### src/rtl/branch_predictor.sv
// branch_predictor: direct-mapped BTB fetch predictor with decode-stage resolution and training.
// Define BP_STATS_EN to add saturating branch_cnt/miss_cnt outputs.
module branch_predictor #(
    parameter int INDEX_WIDTH = 6,
    parameter int TAG_WIDTH = 8
) (
    input  logic        clk,
    input  logic        rst_n,
    input  logic [31:0] pc_f,
    output logic        predict_taken_f,
    output logic [31:0] predict_target_f,
    input  logic        stall_d,
    input  logic        flush_d,
    input  logic        is_branch_d,
    input  logic        taken_d,
    input  logic [31:0] branch_target_d,
    output logic        predict_miss,
    output logic [31:0] correct_pc_d
`ifdef BP_STATS_EN
    ,
    output logic [31:0] branch_cnt,
    output logic [31:0] miss_cnt
`endif
);
    localparam int ENTRIES = 1 << INDEX_WIDTH;
    localparam int TL = INDEX_WIDTH + 2;
    localparam int TH = INDEX_WIDTH + TAG_WIDTH + 1;

    logic                   valid_t  [ENTRIES];
    logic [TAG_WIDTH-1:0]   tag_t    [ENTRIES];
    logic [31:0]            target_t [ENTRIES];
    logic [1:0]             ctr_t    [ENTRIES];

    logic [INDEX_WIDTH-1:0] idx_f, idx_d;
    logic [TAG_WIDTH-1:0]   tag_f, tag_d;
    logic                   hit_f;
    logic                   valid_d, pred_taken_d, hit_d;
    logic [31:0]            pc_d, pred_target_d;
    logic                   raw_miss, train;
    logic [1:0]             ctr_cur, ctr_next;

    assign idx_f = pc_f[INDEX_WIDTH+1:2];
    assign tag_f = pc_f[TH:TL];
    assign idx_d = pc_d[INDEX_WIDTH+1:2];
    assign tag_d = pc_d[TH:TL];

    assign hit_f            = valid_t[idx_f] && tag_t[idx_f] == tag_f;
    assign predict_taken_f  = hit_f && ctr_t[idx_f][1];
    assign predict_target_f = hit_f ? target_t[idx_f] : 32'd0;

    always_ff @(posedge clk or negedge rst_n) begin
        if (!rst_n) begin
            valid_d       <= 1'b0;
            pc_d          <= 32'd0;
            pred_taken_d  <= 1'b0;
            pred_target_d <= 32'd0;
            hit_d         <= 1'b0;
        end else if (!stall_d) begin
            valid_d       <= !flush_d;
            pc_d          <= pc_f;
            pred_taken_d  <= predict_taken_f;
            pred_target_d <= predict_target_f;
            hit_d         <= hit_f;
        end
    end

    // Non-branches only miss when an aliased entry steered fetch away.
    assign raw_miss = valid_d && (is_branch_d
                      ? (pred_taken_d != taken_d || (taken_d && pred_target_d != branch_target_d))
                      : pred_taken_d);
    assign predict_miss = raw_miss && !stall_d;
    assign correct_pc_d = !valid_d ? 32'd0
                        : (is_branch_d && taken_d) ? branch_target_d : pc_d + 32'd4;
    assign train        = valid_d && !stall_d;

    assign ctr_cur  = ctr_t[idx_d];
    assign ctr_next = taken_d ? (ctr_cur == 2'b11 ? 2'b11 : ctr_cur + 2'd1)
                              : (ctr_cur == 2'b00 ? 2'b00 : ctr_cur - 2'd1);

    always_ff @(posedge clk or negedge rst_n) begin
        if (!rst_n) begin
            for (int i = 0; i < ENTRIES; i++) begin
                valid_t[i]  <= 1'b0;
                tag_t[i]    <= '0;
                target_t[i] <= 32'd0;
                ctr_t[i]    <= 2'b01;
            end
        end else if (train) begin
            if (is_branch_d && hit_d) begin
                ctr_t[idx_d] <= ctr_next;
                if (taken_d)
                    target_t[idx_d] <= branch_target_d;
            end else if (is_branch_d && taken_d) begin
                valid_t[idx_d]  <= 1'b1;
                tag_t[idx_d]    <= tag_d;
                target_t[idx_d] <= branch_target_d;
                ctr_t[idx_d]    <= 2'b10;
            end else if (!is_branch_d && pred_taken_d) begin
                valid_t[idx_d]  <= 1'b0;
            end
        end
    end

`ifdef BP_STATS_EN
    always_ff @(posedge clk or negedge rst_n) begin
        if (!rst_n) begin
            branch_cnt <= 32'd0;
            miss_cnt   <= 32'd0;
        end else begin
            if (train && is_branch_d && branch_cnt != 32'hFFFF_FFFF)
                branch_cnt <= branch_cnt + 32'd1;
            if (predict_miss && miss_cnt != 32'hFFFF_FFFF)
                miss_cnt <= miss_cnt + 32'd1;
        end
    end
`endif
endmodule

### config.mk
export PLATFORM = sky130hd
export DESIGN_NAME = branch_predictor
export DESIGN_NICKNAME = d
export VERILOG_FILES = /design/src/rtl/branch_predictor.sv
export SDC_FILE = /design/constraint.sdc
export NUM_CORES = 2
export LEC_CHECK = 0
export ABC_CLOCK_PERIOD_IN_PS = 4900
export CAP_MARGIN = 10
export CORE_MARGIN = 5
export CORE_UTILIZATION = 30
export DETAILED_ROUTE_END_ITERATION = 10
export GPL_TIMING_DRIVEN = 0
export SLEW_MARGIN = 20
export SYNTH_ARGS = -nofsm -noshare
export SYNTH_HDL_FRONTEND = slang
export SYNTH_SLANG_ARGS = --single-unit
### constraint.sdc
create_clock -name clk -period 4.9 [get_ports clk]
set_input_delay 0.98 -clock clk [delete_from_list [all_inputs] [get_ports clk]]
set_output_delay 0.98 -clock clk [all_outputs]
set_load 0.01 [all_outputs]
== Word-level counts from Yosys, hierarchy flattened ==
Index checks and enable logic that the tools add are counted.
W data, S select, Z words.
Cells by class
  add/subtract/negate cells: 3
  magnitude comparators: 3
  eq/ne operators: 5
  mux-type cells: 40
  bitwise gates (word level): 9
  reduce and logical (&&, ||, !) cells: 21
Operators with widths (number)
  $mux W2048: 3
  $bwmux W2048: 1
  $bwmux W512: 1
  $mux W128: 2
  $bmux W32 S6: 1
  $demux W32 S6: 1
  $mux W32: 6
  $and A64 B64 Y64: 2
  $bwmux W128: 1
  $mux W64: 2
  $not A64 Y64: 2
  $or A64 B64 Y64: 2
  $bmux W8 S6: 1
  $demux W8 S6: 1
  $add A32 B3 Y32 const B: 1
  $ne A32 B32 Y1: 1
  $bmux W2 S6: 2
  $mux W8: 3
  $mux W2: 8
  $ge A7 B7 Y1 const B: 2
  $not A6 Y7: 2
  $demux W2 S6: 1
  $logic_and A1 B1 Y1: 10
  $reduce_and A3 Y1: 3
  other kinds (16): 22
Storage, ports and cells
  flip-flop bits (word level): 2819
  bits of input ports: 70
  output and inout port bits: 66
  word-level logic and storage cells: 342

== Longest topological paths before layout ==
  depth after elaboration: 9
  depth in mapped cells: 15

== Least setup slack after synthesis ==
No wires, ideal clock.
  kind: input to output
  from: input port pc_f[2]
  to: output port predict_target_f[10]
  arrival time: 3.854 ns
  data required time: 3.920 ns
  setup slack: 0.066 ns
  cell stages on the path: 14
  cell sequence: buf_4 -> buf_4 -> buf_4 -> buf_2 -> mux2i_1 -> nand2_1 -> o2111ai_1 -> nand4_1 -> or4_1 -> a211oi_1 -> nand2_1 -> buf_2 -> buf_1 -> nor3_1
Between the ends
  longest elaborated chain between the ends: 7
  elaborated cells between the ends (all ways): 13
  those cells by class: 1 x eq/ne; 10 x mux; 1 x bitwise; 1 x reduce/logical
RTL lines
  start, declared: RTL line 9  | input logic [31:0] pc_f,
  $not A6 Y7 (implied by the code) *: RTL line 47, 49
  $bmux W8 S6: RTL line 47  | assign hit_f = valid_t[idx_f] && tag_t[idx_f] == tag_f;
  $mux W8 (implied by the code) (2 in a row): RTL line 47
  $eq A8 B8 Y1: RTL line 47
  $logic_and A1 B1 Y1: RTL line 47
  $mux W32 *: RTL line 49  | assign predict_target_f = hit_f ? target_t[idx_f] : 32'd0;
  end, declared: RTL line 11  | output logic [31:0] predict_target_f,
Mark *: on every way between the ends. The rest lies on a longest branch, timed or not. The select of a mux whose other input is x is not followed.

== Final worst setup path ==
  from: input port pc_f[5]
  to: output port predict_target_f[25]
Same word-level chain as after synthesis.

==> impl_metrics.json <==
{
  "status": "finished with violations",
  "violations": "negative setup slack",
  "final_cells": 15300,
  "grt_pass1_vias": 86100,
  "cts_buffers": 310,
  "synth_cells": 8730,
  "yosysTopAreaCell": "dfrtp_1",
  "powerDensity_nw_per_um2": 354,
  "grt.overflow.total": 0,
  "clockPowerShare_pct": 44.3,
  "clkTransAtPathRegs_ns": 0.06,
  "synth-seq-cells": 2819,
  "power_frac_comb_pct": 10.5,
  "die_h_um": 666,
  "endpoint_kind": "output port",
  "yosysTopAreaCellShare_pct": 53.4,
  "worstPathArrival_ns": 4.64,
  "fin_crit_sh_pct": 115,
  "hp-class": "input port to asynchronous set/reset pin",
  "syn_area_um2": 129000,
  "yosysSeqAreaShare_pct": 54.7,
  "critical_path_peak_fanout": 10,
  "layout_min_cycle_time_ns": 5.62,
  "gp_congestion": 1.01,
  "grt_max_degree": 142,
  "port_buffers": 123,
  "hold_viol_final": 0,
  "async_reset_ff_share_pct": 100,
  "cts-root-buf": "clkbuf_16",
  "ant_nets": 0,
  "wire_per_inst_um": 33.9,
  "place_ws_ns": -4.76,
  "tightest_slew_ns": 1.33,
  "initialDrtViolationCount": 10200,
  "via_per_inst": 5.69,
  "relSlewSlack_pct": 11.5,
  "hpwl_um": 380000,
  "setup_violations": 108,
  "clock_insertion_delay_worst_skew_ns": 0.97,
  "power_switching_mw": 14.4,
  "cts_tree": "built",
  "p_seq_share_pct": 45.2,
  "worstSetupPathType": "input port to output port",
  "worstPathRequired_ns": 3.92,
  "initial_core_util_pct": 30.0,
  "multi_input_area_um2": 57500,
  "holdWs_ns": 0.101,
  "drive_gt1_share_pct": 48.3,
  "num_io_pins": 136,
  "die_area_um2": 444000,
  "peakVddDrop_mv": 0.245,
  "leakage_nw": 71.8,
  "drv_slew": 0,
  "layout_setup_ws_ns": -0.719,
  "row_count": 241,
  "wl_um": 520000,
  "core_region_area_um2": 430000,
  "ys_warn_count": 0,
  "cts_sinks": 2819,
  "synth_area_leaders": "dfrtp_1 (53%), mux2_2 (23%), mux4_2 (12%)",
  "p_int_mw": 40.5,
  "worstSetupStartpointType": "input port",
  "syn_area_per_cell_um2": 14.8,
  "ys.flop_type": "dfrtp_1",
  "vias": 87200,
  "skew_ns": 0.0945,
  "htree_levels": 5,
  "synth_nets": 8801,
  "fillCellCount": 41200,
  "placedCellCount": 14600,
  "rsz0062_at_grt": "yes",
  "grt_pass1_wl_um": 715000,
  "synth-edff-count": 0,
  "ys_types": 71,
  "die_w_um": 666,
  "firstDrtPassIters": 8,
  "syn_to_final_growth_pct": 20.1,
  "track_usage_pct": 22.8,
  "swShare_pct": 26.2,
  "antenna_found_initial": 61,
  "cts.path.max_buffers": 4,
  "max_freq_ghz": 0.178,
  "drv_cap": 0,
  "ff_latch_area_um2": 70600,
  "drc": 0,
  "nets": 9401
}
==> flip-flops by register name, indices dropped and copies added, names as in the netlist, named ones only <==
name / count
ctr_t: 128
hit_d: 1
pred_target_d: 32
tag_t: 512
valid_d: 1
pc_d: 32
pred_taken_d: 1
target_t: 2048
==> final timing paths <==
kind	startpoint	endpoint	slack, ns	depth (start not counted)
hold / removal	rst_n	tag_t[74]$_DFFE_PN0P_	0.10	1
setup / recovery	pc_f[5]	predict_target_f[25]	-0.72	15
max in group asynchronous	rst_n	target_t[236]$_DFFE_PN0P_	1.24	6
min in group clk	branch_target_d[6]	target_t[6]$_DFFE_PN0P_	0.36	2
hold reg to reg	ctr_t[70]$_DFFE_PN1P_	ctr_t[70]$_DFFE_PN1P_	0.50	2
setup reg to reg	pc_d[2]$_DFFE_PN0N_	target_t[343]$_DFFE_PN0P_	-0.11	9
==> timing repair <==
action                     4_1_cts  5_1_grt
pin swaps                       80       29
cloned                           5        1
setup buffers                  100       19
gates resized for setup       1137       52
setup endpoints to repair      224       75
hold buffers                     0        0
==> through the flow <==
stage          utilization [%]  setup TNS [ns]  total power [mW]  cell area, um2
2_1_floorplan                -               0              27.6          129000
3_3_place_gp              32.0               -              30.0          138000
3_5_place_dp              32.4         -551.84              30.3          139000
4_1_cts                   36.0          -17.08              54.9          155000
5_1_grt                   36.0          -18.98              56.3          155000
6_report                  36.1          -23.81              54.9          155000
==> logic make-up (layout without fill, tap and decap cells) <==
| family | after synthesis | after routing | share of synthesized area, % |
|---|---|---|---|
| adders and majority gates | 3 | 3 | 0.0262 |
| and+or+nand+nor | 712 | 712 | 2.47 |
| xor gates and xnor gates | 61 | 61 | 0.414 |
| other | 0 | 41 | 0 |
| DFF | 2819 | 2819 | 54.7 |
| muxes | 3360 | 3360 | 35.0 |
| buffers and inverters | 852 | 1694 | 2.63 |
| AOI/OAI and AO/OA | 923 | 923 | 4.72 |
==> cell usage after synthesis, drive strengths merged, types with 23 or more instances <==
library cell,count
a211oi,45
a21oi,169
a221oi,84
a22o,91
a22oi,95
buf,174
clkbuf,667
dfrtp,2755
dfstp,64
mux2,2615
mux2i,77
mux4,668
nand2,244
nand3,58
nand4,23
nor2,219
nor3,80
o21ai,276
o22ai,39
o31ai,28
xor2,42
==> critical path: stages <==
cell and delay, ns:
dlygate4sd2_1 0.29, clkbuf_8 0.20, buf_4 0.21, nor2_2 0.42, clkbuf_4 0.43, a22oi_1 0.20
nand3_1 0.17, o211ai_1 0.12, xor2_1 0.21, nand4_1 0.17, buf_12 0.20, buf_16 0.16
buf_12 0.13, nor3_4 0.45, buf_2 0.23
==> power groups by stage <==
stage | registers [mW] | logic (mW) | clock network, mW
global placement | 25.4 | 4.64 | 0
detailed placement | 25.2 | 5.11 | 0
CTS | 24.8 | 5.61 | 24.5
global route | 24.9 | 5.96 | 25.4
finish | 24.8 | 5.75 | 24.3
floorplan | 25.0 | 2.61 | 0
==> per-layer routing <==
layer  GRT usage, %  up-vias  wire length [um]
li1               -    34000                 -
met1           30.6    47500            210000
met2           32.8     4494            222000
met3           5.97     1190             48700
met4           14.4       18             38900
met5              0        -               125
==> cells in the final DEF, fill, tap and decap left out, types with 18 or more instances in the layout <==
cell	instances
dfstp_2	64
dfrtp_1	2751
mux2_2	2615
a221oi_1	21
nand4_1	23
nand3_1	52
nor2_2	27
xnor2_1	18
buf_16	65
clkbuf_16	325
clkbuf_2	72
mux4_2	668
nand2_1	236
bufinv_16	23
a211oi_2	24
a22oi_1	94
buf_2	47
buf_12	60
nor3_4	37
buf_4	125
clkinv_2	43
clkdlybuf4s50_1	66
o21ai_0	271
xor2_1	39
a22o_1	91
o22ai_1	37
nor2_1	183
clkbuf_1	588
nor3_1	30
a21oi_1	161
a221oi_2	26
o31ai_1	27
a221oi_4	37
a221o_1	19
mux2i_1	59
clkbuf_8	99
diode_2	41
clkbuf_4	36
buf_8	18
buf_6	46
==> layout make-up <==
type | count | share of cell area [%]
multi-input cells | 5059 | 37.1
flip-flops and latches | 2819 | 45.5
clock buffers | 458 | 5.85
clock inverters | 96 | 0.850
well taps | 5710 | 4.61
repair buffers | 301 | 2.45
inverters | 11 | 0.0290
plain buffers | 828 | 3.51
diodes | 41 | 0.0662
Note: power is estimated with default switching activity, not from simulation.
